## config.mk

```make
export PLATFORM = sky130hd
export DESIGN_NAME = adder_result_fifo
export DESIGN_NICKNAME = d
export VERILOG_FILES = /design/src/rtl/adder_result_fifo.sv
export SDC_FILE = /design/constraint.sdc
export NUM_CORES = 1
export LEC_CHECK = 0
export CORE_ASPECT_RATIO = 1.25
export CORE_UTILIZATION = 45
export DETAILED_ROUTE_END_ITERATION = 8
export PLACE_DENSITY = 0.77
export SETUP_SLACK_MARGIN = 0.2
export SLEW_MARGIN = 20
export SYNTH_ARGS = -nofsm -noshare
export SYNTH_HDL_FRONTEND = slang
export SYNTH_SLANG_ARGS = --single-unit
```

## constraint.sdc

```tcl
create_clock -name clk_i -period 5.4 [get_ports clk_i]
set_clock_uncertainty 0.05 [all_clocks]
set_input_delay 1.35 -clock clk_i [delete_from_list [all_inputs] [get_ports clk_i]]
set_output_delay 1.35 -clock clk_i [all_outputs]
set_load 0.1 [all_outputs]
```

## src/rtl/adder_result_fifo.sv

```systemverilog
// Result buffer behind the 3-bit ripple-carry adder: remaps the bit-reversed sum,
// derives a saturated signed result and overflow flag, and queues entries show-ahead.
module adder_result_fifo #(
    parameter int DEPTH     = 4,
    parameter int OVF_CNT_W = 8
) (
    input  logic                     clk_i,
    input  logic                     rst_i,
    input  logic                     in_valid_i,
    output logic                     in_ready_o,
    input  logic [3:0]               sum_i,
    input  logic                     a_msb_i,
    input  logic                     b_msb_i,
    output logic                     out_valid_o,
    input  logic                     out_ready_i,
    output logic [3:0]               unsigned_o,
    output logic [2:0]               signed_o,
    output logic                     ovf_o,
    output logic [$clog2(DEPTH):0]   count_o,
    output logic [OVF_CNT_W-1:0]     ovf_count_o
);
    localparam int PW = $clog2(DEPTH);
    localparam int CW = PW + 1;
    localparam logic [CW-1:0] FULL_CNT = CW'(DEPTH);

    // Handshake: a transfer happens on a rising edge where valid and ready are both high;
    // valid never depends on ready, and a pop does not free a slot for the same edge.

    logic [7:0]           mem_q [DEPTH];
    logic [PW-1:0]        wr_ptr_q, wr_ptr_d;
    logic [PW-1:0]        rd_ptr_q, rd_ptr_d;
    logic [CW-1:0]        count_q, count_d;
    logic [OVF_CNT_W-1:0] ovf_cnt_q, ovf_cnt_d;

    logic [3:0] u_w;
    logic [2:0] s_w;
    logic [2:0] sat_w;
    logic       ovf_w;
    logic [7:0] entry_w;
    logic [7:0] head_w;
    logic       push_w;
    logic       pop_w;

    // The adder emits its sum field LSB-first in sum_i[2:0].
    assign u_w     = {sum_i[3], sum_i[0], sum_i[1], sum_i[2]};
    assign s_w     = u_w[2:0];
    assign ovf_w   = (a_msb_i == b_msb_i) && (s_w[2] != a_msb_i);
    assign sat_w   = ovf_w ? (a_msb_i ? 3'b100 : 3'b011) : s_w;
    assign entry_w = {u_w, sat_w, ovf_w};

    assign in_ready_o  = (count_q < FULL_CNT);
    assign out_valid_o = (count_q != '0);
    assign push_w      = in_valid_i && in_ready_o;
    assign pop_w       = out_valid_o && out_ready_i;

    assign head_w      = mem_q[rd_ptr_q];
    assign unsigned_o  = out_valid_o ? head_w[7:4] : 4'b0000;
    assign signed_o    = out_valid_o ? head_w[3:1] : 3'b000;
    assign ovf_o       = out_valid_o ? head_w[0]   : 1'b0;
    assign count_o     = count_q;
    assign ovf_count_o = ovf_cnt_q;

    always_comb begin
        wr_ptr_d  = wr_ptr_q;
        rd_ptr_d  = rd_ptr_q;
        count_d   = count_q;
        ovf_cnt_d = ovf_cnt_q;
        if (push_w) wr_ptr_d = wr_ptr_q + PW'(1);
        if (pop_w)  rd_ptr_d = rd_ptr_q + PW'(1);
        case ({push_w, pop_w})
            2'b10:   count_d = count_q + CW'(1);
            2'b01:   count_d = count_q - CW'(1);
            default: count_d = count_q;
        endcase
        if (push_w && ovf_w && (ovf_cnt_q != '1)) ovf_cnt_d = ovf_cnt_q + OVF_CNT_W'(1);
    end

    always_ff @(posedge clk_i or posedge rst_i) begin
        if (rst_i) begin
            wr_ptr_q  <= '0;
            rd_ptr_q  <= '0;
            count_q   <= '0;
            ovf_cnt_q <= '0;
        end else begin
            wr_ptr_q  <= wr_ptr_d;
            rd_ptr_q  <= rd_ptr_d;
            count_q   <= count_d;
            ovf_cnt_q <= ovf_cnt_d;
        end
    end

    // Storage needs no reset: count gates every read.
    always_ff @(posedge clk_i) begin
        if (push_w) mem_q[wr_ptr_q] <= entry_w;
    end
endmodule

```

==> results of run 1 <==
==> stage by stage <==
stage | hold WS [ps] | instance area, um^2
finish | 485 | 2600
global route | 525 | 2600
CTS | 491 | 2600
detailed placement | 476 | 2480
global placement | 453 | 2480
floorplan | 530 | 2130
==> logic make-up (layout without fill, tap and decap cells) <==
family,after synthesis,in the layout
fa+ha+maj,8,8
mux,12,12
buf+inv,12,46
compound gates,10,10
simple gates,44,44
xor+xnor,8,8
flops,47,47
==> layout make-up <==
class | instances | area (um^2)
Tap cell | 58 | 72.6
Clock inverter | 2 | 35.0
Timing Repair Buffer | 30 | 300
Clock buffer | 6 | 82.6
Multi-Input combinational cell | 82 | 744
Sequential cell | 47 | 1340
Fill cell | 374 | 1860
Inverter | 8 | 30.0
==> layer usage <==
metal  global-route usage (%)  wire (um)
met4                     5.45         53
met1                     20.0       1550
met2                     29.8       1960
met3                     4.02        177
met5                        0          0
==> flip-flops by register name, summed over array words and instances (netlist names) <==
name	cells
ovf_count_o	8
wr_ptr_q	2
mem_q	32
rd_ptr_q	2
count_o	3
==> path summary, 6_finish.rpt <==
kind	to	cells past startpoint	slack [ps]
max in group asynchronous	ovf_count_o[3]$_DFFE_PP0P_	2	3540
hold / removal	ovf_count_o[0]$_DFFE_PP0P_	1	480
setup reg to reg	count_o[1]$_DFFE_PP0P_	6	3180
setup / recovery	ovf_o	3	1290
min in group asynchronous	ovf_count_o[7]$_DFFE_PP0P_	2	1370
hold reg to reg	ovf_count_o[0]$_DFFE_PP0P_	1	480
==> cells in the mapped netlist, drive strengths merged, types with 2 or more instances <==
library cell | instances | area share, %
clkbuf | 3 | 0.53
nand3b | 2 | 0.71
nand2 | 8 | 1.4
nand3 | 4 | 1.4
ha | 6 | 3.5
mux4 | 8 | 8.5
dfrtp | 15 | 18
edfxtp | 32 | 45
xnor2 | 6 | 2.5
xor2 | 2 | 0.82
nand2b | 2 | 0.59
mux2 | 3 | 1.9
nand4 | 2 | 0.59
nor2b | 3 | 0.88
a21oi | 3 | 1.4
inv | 8 | 1.4
o21ai | 3 | 0.71
and2 | 14 | 4.1
nor2 | 4 | 0.71
==> worst max-delay path, cell delays in order (launching register included) <==
cell	delay (ps)
sky130_fd_sc_hd__dfrtp_1	710
sky130_fd_sc_hd__mux4_2	570
sky130_fd_sc_hd__and2_1	170
sky130_fd_sc_hd__clkdlybuf4s50_1	960
==> impl_metrics.sql, run 1 <==
INSERT INTO impl_metrics (metric_group, metric, value, unit) VALUES
('route', 'postRouteAntennaNets', '0', ''),
('placement', 'io_buffers', '30', ''),
('global_routing', 'grt_antenna_before_repair', '0', ''),
('clock_tree', 'postCtsSetupRepairBufs', '0', ''),
('route', 'total_wire_length', '3730', 'um'),
('die', 'core.rowCount', '27', ''),
('critical_path', 'critical_path_arrival', '2710', 'ps'),
('clock_tree', 'cts.hold.buffers_added', '0', ''),
('yosys', 'synth-adder-area-share', '4.94', '%'),
('yosys', 'synth.avg_cell_area', '15.1', 'um^2'),
('yosys', 'synth.distinct_cells', '36', ''),
('global_routing', 'maximum_number_of_pins_on_one_net_before_global_route_repair', '16', ''),
('yosys', 'gate_count_after_technology_mapping', '141', ''),
('clock_tree', 'cts_tree', 'built', ''),
('final_layout', 'layout_common_cells', '32 x sky130_fd_sc_hd__edfxtp_1, 30 x sky130_fd_sc_hd__clkdlybuf4s50_1, 15 x sky130_fd_sc_hd__dfrtp_1, 14 x sky130_fd_sc_hd__and2_1', ''),
('sta', 'fin_crit_period', '4110', 'ps'),
('die', 'io_pins', '31', ''),
('yosys', 'largest_family_of_logic_cells_by_synthesized_area', 'simple AND/OR/NAND/NOR gates', ''),
('global_routing', 'grtUsageTotal', '16.8', '%'),
('sta', 'slew_violations', '0', ''),
('placement', 'place.detailed.instances', '225', ''),
('flow_run', 'max_cap_violations', '0', ''),
('yosys', 'sequential_cell_area_fraction_in_the_yosys_report', '62.8', '%'),
('sta', 'slew_headroom', '33.7', '%'),
('route', 'detail_route.drc_violations', '0', ''),
('final_layout', 'most_common_cell_after_layout_fill_and_taps_aside', 'sky130_fd_sc_hd__edfxtp_1', ''),
('worst_hold_path', 'timing.hold.worst.start', 'ovf_count_o[0]$_DFFE_PP0P_', ''),
('yosys', 'yosys_register_bits', '47', ''),
('final_layout', 'final_net_count', '191', ''),
('yosys', 'synthesis.area', '0.00213', 'mm^2'),
('placement', 'pre_cts_ws', '1560', 'ps'),
('sta', 'setup-tns-final', '0', 'ps'),
('sta', 'timing.fmax', '0.243', 'GHz'),
('critical_path', 'criticalPathCategory', 'reg2out', ''),
('die', 'die_h', '78.9', 'um'),
('yosys', 'mappedNetlistNets', '158', ''),
('die', 'start_util', '47.7', '%'),
('yosys', 'synth.yosys.warnings', '0', ''),
('yosys', 'synth.area.mux_share', '10.9', '%'),
('die', 'die-area', '0.00501', 'mm^2'),
('clock_tree', 'root_buffer', 'sky130_fd_sc_hd__clkbuf_8', ''),
('die', 'core', '0.00446', 'mm^2'),
('yosys', 'number_of_enable_flip_flop_cells_after_synthesis', '32', ''),
('route', 'post_drt_via_cell_ratio', '5.31', ''),
('sta', 'max_slew.worst_pin.slew', '992', 'ps'),
('yosys', 'synthSimpleGateAreaFrac', '12.4', '%'),
('critical_path', 'crit-reg2reg-launch', 'count_o[0]$_DFFE_PP0P_', ''),
('yosys', 'synthFlopType', 'sky130_fd_sc_hd__edfxtp_1', ''),
('clock_tree', 'cts_resized', '0', ''),
('critical_path', 'cp-end-kind', 'output pin', ''),
('global_routing', 'grt-ovfl-total', '0', ''),
('sta', 'hold_violations', '0', ''),
('final_layout', 'antenna-diode-count', '0', ''),
('yosys', 'ys_async_sr_fraction', '31.9', '%'),
('route', 'first_pass_iters', '4', ''),
('route', 'drt_initial_violations', '26', ''),
('critical_path', 'critPathMaxFanout', '10', ''),
('sta', 'setup-violations-final', '0', ''),
('clock_tree', 'cts.path.max_buffers', '2', ''),
('placement', 'globalplace.congestion', '0.722', ''),
('worst_hold_path', 'hold_path_class', 'reg2reg', ''),
('global_routing', 'global_route_wire_length_before_repair', '6360', 'um'),
('clock_tree', 'numClockSinks', '47', ''),
('clock_tree', 'tritoncts_buffers', '5', ''),
('final_layout', 'layout_utilization', '58.3', '%'),
('route', 'drt-wirelength-per-cell', '16.0', 'um'),
('route', 'num_vias', '1238', ''),
('sta', 'setup_repair_after_global_routing_missed_its_margin', 'false', ''),
('critical_path', 'timing.critical_path.from', 'rd_ptr_q[0]$_DFFE_PP0P_', ''),
('status', 'run_status', 'completed', ''),
('critical_path', 'worst-endpoint-required', '4000', 'ps');
Power of run 1 is not shown: default switching activity piles up to over one toggle a cycle in this logic, so the estimate is an artifact.
==> run 2: changes to the inputs <==
Settings changed: PLACE_DENSITY 0.77 to 0.8.
Clock period 5.4 ns to 3.75 ns, I/O delays scaled along.
==> run 2 against run 1 <==
  * First-iteration DRC count grew 85%
  * Count of clock-buffer cells in the layout is 1 higher
  * Final area fell by 3.1%
  * Sequential share of layout area grew 1.7 points
  * Critical path depth stayed put
  * Worst setup slack worse by 510 ps
  * Wire length shrank 5.2%
  * Die area is the same
  * Flip-flop and latch count is the same
==> impl_metrics.sql, run 2 (same netlist as run 1, synthesis figures left out) <==
INSERT INTO impl_metrics (metric_group, metric, value, unit) VALUES
('clock_tree', 'cts.hold.buffers_added', '0', ''),
('die', 'die_x_extent', '63.5', 'um'),
('critical_path', 'cp-end-kind', 'output pin', ''),
('final_layout', 'final-instance-count-excl-fill', '233', ''),
('route', 'first_pass_iters', '4', ''),
('critical_path', 'r2r_cells', '8', ''),
('placement', 'place.detailed.instances', '225', ''),
('sta', 'setup-tns-final', '0', 'ps'),
('clock_tree', 'cts_resized', '0', ''),
('sta', 'share_of_the_clock_period_used_by_the_worst_path_after_layout', '79.1', '%'),
('final_layout', 'layout_common_cells', '32 x sky130_fd_sc_hd__edfxtp_1, 18 x sky130_fd_sc_hd__buf_4, 15 x sky130_fd_sc_hd__dfrtp_1, 14 x sky130_fd_sc_hd__and2_1, 12 x sky130_fd_sc_hd__clkdlybuf4s50_1', ''),
('die', 'die-area', '0.00501', 'mm^2'),
('global_routing', 'grt_antenna_before_repair', '0', ''),
('sta', 'max_slew.worst_pin.slew', '968', 'ps'),
('route', 'post_drt_via_cell_ratio', '5.15', ''),
('final_layout', 'fraction_of_final_layout_cells_with_drive_strength_greater_than_1', '22.9', '%'),
('critical_path', 'criticalPathCategory', 'reg2out', ''),
('critical_path', 'timing.critical_path.from', 'rd_ptr_q[0]$_DFFE_PP0P_', ''),
('critical_path', 'timing.reg2reg.setup_slack', '1600', 'ps'),
('worst_hold_path', 'hold_path_class', 'reg2reg', ''),
('clock_tree', 'clk_pin_slew_worst_paths', '80', 'ps'),
('clock_tree', 'cts_tree', 'built', ''),
('sta', 'setup_repair_after_global_routing_missed_its_margin', 'false', ''),
('route', 'routed-wl-met2', '1790', 'um'),
('global_routing', 'maximum_number_of_pins_on_one_net_before_global_route_repair', '16', ''),
('route', 'detail_route.drc_violations', '0', ''),
('global_routing', 'grt_pass1_vias', '1235', ''),
('final_layout', 'max_flop_register', 'mem_q', ''),
('flow_run', 'max_cap_violations', '0', ''),
('sta', 'hold_violations', '0', ''),
('clock_tree', 'root_buffer', 'sky130_fd_sc_hd__clkbuf_8', ''),
('critical_path', 'critPathMaxFanout', '10', ''),
('critical_path', 'setup.worst_path.start_class', 'flop', ''),
('route', 'drt_initial_violations', '48', ''),
('route', 'wl_met1', '1520', 'um'),
('status', 'run_status', 'completed', ''),
('final_layout', 'multi_input_comb_area', '744', 'um^2'),
('route', 'drt-wirelength-per-cell', '15.2', 'um'),
('clock_tree', 'numClockSinks', '47', ''),
('die', 'io_pins', '31', ''),
('critical_path', 'worst-endpoint-required', '2760', 'ps'),
('critical_path', 'r2r-end', 'count_o[2]$_DFFE_PP0P_', ''),
('placement', 'io_buffers', '30', ''),
('final_layout', 'fill_cells', '387', ''),
('route', 'num_vias', '1201', ''),
('sta', 'timing.fmax', '0.337', 'GHz'),
('final_layout', 'final_net_count', '191', ''),
('placement', 'dp.final_hpwl', '2570', 'um'),
('clock_tree', 'htreeDepth', '2', ''),
('route', 'routed_wl_met3', '175', 'um'),
('critical_path', 'crit-reg2reg-launch', 'count_o[0]$_DFFE_PP0P_', ''),
('sta', 'slew_violations', '0', ''),
('critical_path', 'critical_path_arrival', '1980', 'ps'),
('die', 'start_util', '47.7', '%'),
('final_layout', 'most_common_cell_after_layout_fill_and_taps_aside', 'sky130_fd_sc_hd__edfxtp_1', ''),
('die', 'core', '0.00446', 'mm^2'),
('route', 'total_wire_length', '3540', 'um'),
('global_routing', 'grtUsageTotal', '15.8', '%'),
('route', 'postRouteAntennaNets', '0', ''),
('final_layout', 'antenna-diode-count', '0', ''),
('clock_tree', 'worst_skew_pair.late_latency', '290', 'ps'),
('clock_tree', 'tritoncts_buffers', '5', ''),
('clock_tree', 'cts.path.max_buffers', '2', ''),
('route', 'top_routing_layer_in_use', 'met4', ''),
('placement', 'globalplace.congestion', '0.773', ''),
('sta', 'slew_headroom', '35.2', '%'),
('final_layout', 'final-seq-area', '0.00134', 'mm^2'),
('worst_hold_path', 'timing.hold.worst.start', 'count_o[0]$_DFFE_PP0P_', ''),
('critical_path', 'setup.worst_path.end', 'ovf_o', ''),
('global_routing', 'global_route_wire_length_before_repair', '5840', 'um'),
('die', 'die_h', '78.9', 'um'),
('sta', 'fin_crit_period', '2970', 'ps'),
('die', 'core.rowCount', '27', ''),
('global_routing', 'grt-ovfl-total', '0', ''),
('final_layout', 'area_growth_syn_to_layout', '18.5', '%'),
('final_layout', 'largest_register_ffs', '32', ''),
('clock_tree', 'postCtsSetupRepairBufs', '0', ''),
('sta', 'setup-violations-final', '0', '');
run 2: changes by cell type in the layout (fill, tap and decap cells not counted):
cell,delta
sky130_fd_sc_hd__buf_4,+18
sky130_fd_sc_hd__bufinv_16,-1
sky130_fd_sc_hd__clkbuf_1,+2
sky130_fd_sc_hd__clkbuf_8,-1
sky130_fd_sc_hd__clkdlybuf4s50_1,-18
run 2: critical path, stage by stage (launching register included):
cell and delay [ps]:
sky130_fd_sc_hd__dfrtp_1 710, sky130_fd_sc_hd__mux4_2 570, sky130_fd_sc_hd__and2_1 180, sky130_fd_sc_hd__buf_4 230
run 2: metrics by stage:
step           hold WS [ps]  area (um^2)  util, %  setup slack (ps)
3_3_place_gp            454         2440     54.7               883
4_1_cts                 486         2520     56.5               724
6_report                474         2520     56.5               784
5_1_grt                 512         2520     56.5               662
3_5_place_dp            471         2440     54.7               771
2_1_floorplan           530         2130        -               260
run 2: worst min path at each step:
stage | endpoint | cells past startpoint
6_report | count_o[0]$_DFFE_PP0P_ | 1
5_1_grt | count_o[0]$_DFFE_PP0P_ | 1
4_1_cts | count_o[0]$_DFFE_PP0P_ | 1
3_5_place_dp | ovf_count_o[0]$_DFFE_PP0P_ | 1
3_3_place_gp | count_o[0]$_DFFE_PP0P_ | 1
2_1_floorplan | wr_ptr_q[1]$_DFFE_PP0P_ | 2
run 2: cell type report:
class,instances,area share [%]
flip-flops and latches,47,53.0
repair buffers,30,10.1
clock buffers,7,3.03
multi-input cells,82,29.5
clock inverters,1,0.199
well taps,58,2.88
inverters,8,1.19
run 2: per-layer routing:
metal | track usage [%] | vias to the layer above
li1 | - | 576
met1 | 18.8 | 585
met2 | 27.4 | 34
met3 | 3.59 | 6
met4 | 6.14 | 0
met5 | 0 | -
Power of run 2 is left out for the same reason.
==> run 3: changes to the inputs <==
Settings changed: PLACE_DENSITY 0.8 to 0.77.
Clock period 3.75 ns to 2.9 ns, I/O delays scaled along.
==> run 3 against run 2 <==
  * Register-to-register slack lost 900 ps
  * Via count increased by 4.3%
  * Core utilization grew 2.9 points
  * Final area up 5.1%
  * Critical path depth grew 1
  * Global-route usage rose by 2.5 points
  * Critical endpoint is now signed_o[1]
==> impl_metrics.sql, run 3 (same netlist as run 1, synthesis figures left out) <==
INSERT INTO impl_metrics (metric_group, metric, value, unit) VALUES
('route', 'first_pass_iters', '4', ''),
('critical_path', 'timing.reg2reg.setup_slack', '700', 'ps'),
('sta', 'fin_crit_period', '2490', 'ps'),
('clock_tree', 'cts_tree', 'built', ''),
('final_layout', 'area_growth_syn_to_layout', '24.5', '%'),
('clock_tree', 'numClockSinks', '47', ''),
('final_layout', 'most_common_cell_after_layout_fill_and_taps_aside', 'sky130_fd_sc_hd__edfxtp_1', ''),
('clock_tree', 'cts_resized', '0', ''),
('sta', 'setup_repair_after_global_routing_missed_its_margin', 'false', ''),
('die', 'io_pins', '31', ''),
('critical_path', 'criticalPathCategory', 'reg2out', ''),
('sta', 'max_slew.worst_pin.slew', '613', 'ps'),
('critical_path', 'critPathMaxFanout', '5', ''),
('sta', 'slew_headroom', '59.1', '%'),
('sta', 'timing.fmax', '0.401', 'GHz'),
('placement', 'place.detailed.instances', '228', ''),
('clock_tree', 'worst_skew_pair.late_latency', '300', 'ps'),
('die', 'die_x_extent', '63.5', 'um'),
('critical_path', 'cp-end-kind', 'output pin', ''),
('placement', 'dp.final_hpwl', '2960', 'um'),
('placement', 'globalplace.congestion', '0.769', ''),
('placement', 'io_buffers', '30', ''),
('sta', 'slew_violations', '0', ''),
('global_routing', 'global_route_wire_length_before_repair', '6730', 'um'),
('final_layout', 'layout_common_cells', '32 x sky130_fd_sc_hd__edfxtp_1, 16 x sky130_fd_sc_hd__buf_4, 12 x sky130_fd_sc_hd__dfrtp_1, 9 x sky130_fd_sc_hd__clkdlybuf4s50_1', ''),
('route', 'num_vias', '1253', ''),
('sta', 'setup-violations-final', '0', ''),
('final_layout', 'final-instance-count-excl-fill', '236', ''),
('critical_path', 'worst-endpoint-required', '2120', 'ps'),
('route', 'post_drt_via_cell_ratio', '5.31', ''),
('die', 'die_h', '78.9', 'um'),
('global_routing', 'grt_antenna_before_repair', '0', ''),
('final_layout', 'final_net_count', '194', ''),
('worst_hold_path', 'hold_path_class', 'reg2reg', ''),
('clock_tree', 'tritoncts_buffers', '5', ''),
('clock_tree', 'root_buffer', 'sky130_fd_sc_hd__clkbuf_8', ''),
('clock_tree', 'cts.path.max_buffers', '2', ''),
('die', 'core.rowCount', '27', ''),
('global_routing', 'grt_pass1_vias', '1350', ''),
('die', 'core', '0.00446', 'mm^2'),
('critical_path', 'setup.worst_path.start_class', 'flop', ''),
('clock_tree', 'postCtsSetupRepairBufs', '0', ''),
('global_routing', 'grtUsageTotal', '18.3', '%'),
('die', 'die-area', '0.00501', 'mm^2'),
('route', 'detail_route.drc_violations', '0', ''),
('flow_run', 'max_cap_violations', '0', ''),
('status', 'run_status', 'completed', ''),
('final_layout', 'max_flop_register', 'mem_q', ''),
('clock_tree', 'cts.hold.buffers_added', '0', ''),
('global_routing', 'grt-ovfl-total', '0', ''),
('die', 'start_util', '47.7', '%'),
('sta', 'setup-tns-final', '0', 'ps'),
('clock_tree', 'clk_pin_slew_worst_paths', '80', 'ps'),
('route', 'drt_initial_violations', '25', ''),
('route', 'drt-wirelength-per-cell', '16.7', 'um'),
('route', 'postRouteAntennaNets', '0', ''),
('sta', 'hold_violations', '0', ''),
('critical_path', 'critical_path_arrival', '1720', 'ps'),
('final_layout', 'largest_register_ffs', '32', ''),
('clock_tree', 'htreeDepth', '2', ''),
('sta', 'share_of_the_clock_period_used_by_the_worst_path_after_layout', '86.0', '%'),
('global_routing', 'maximum_number_of_pins_on_one_net_before_global_route_repair', '16', ''),
('final_layout', 'antenna-diode-count', '0', ''),
('final_layout', 'fraction_of_final_layout_cells_with_drive_strength_greater_than_1', '32.0', '%'),
('route', 'total_wire_length', '3950', 'um'),
('final_layout', 'fill_cells', '368', '');
==> run 3: cell types whose count changed in the layout (fill, tap and decap cells not counted), sizes merged <==
| cell | delta |
|---|---|
| clkinv | +1 |
| clkdlybuf4s50 | -3 |
| buf | +6 |
| clkbuf | -1 |
==> run 3: per-layer routing <==
metal	vias up	track usage [%]	routed length, um
li1	579	-	-
met1	634	19.2	1470
met2	33	34.7	2270
met3	7	5.03	152
met4	0	5.45	52
met5	-	0	0
==> run 3: through the flow <==
step / setup WS [ps] / instance area (um^2) / utilization, % / hold slack (ps)
2_1_floorplan: 347 / 2140 / - / 530
4_1_cts: 386 / 2650 / 59.4 / 484
3_3_place_gp: 379 / 2570 / 57.6 / 429
3_5_place_dp: 274 / 2570 / 57.6 / 474
5_1_grt: 334 / 2650 / 59.4 / 519
6_report: 407 / 2650 / 59.4 / 479
==> run 3: worst max-delay path: stages (launching register included) <==
cell and delay [ps]:
sky130_fd_sc_hd__dfrtp_1 360, sky130_fd_sc_hd__buf_4 170, sky130_fd_sc_hd__mux4_2 500, sky130_fd_sc_hd__and2_2 220, sky130_fd_sc_hd__buf_12 160
==> run 3: final timing paths <==
path / startpoint / endpoint / depth (start not counted)
worst min-delay path: count_o[0]$_DFFE_PP0P_ / count_o[0]$_DFFE_PP0P_ / 1
worst min register to register: count_o[0]$_DFFE_PP0P_ / count_o[0]$_DFFE_PP0P_ / 1
worst max-delay path: rd_ptr_q[0]$_DFFE_PP0P_ / signed_o[1] / 4
min in group asynchronous: rst_i / wr_ptr_q[1]$_DFFE_PP0P_ / 2
worst max register to register: count_o[0]$_DFFE_PP0P_ / count_o[1]$_DFFE_PP0P_ / 6
max in group asynchronous: rst_i / count_o[1]$_DFFE_PP0P_ / 2
==> run 3: cell type report <==
cell class,count,area [um^2],share of cell area (%)
Sequential cell,47,1340,50.6
Multi-Input combinational cell,82,754,28.5
Timing Repair Buffer,33,370,14.0
Clock buffer,6,72.6,2.74
Tap cell,58,72.6,2.74
Clock inverter,2,8.76,0.331
Inverter,8,30.0,1.13
Power of run 3 is left out for the same reason.
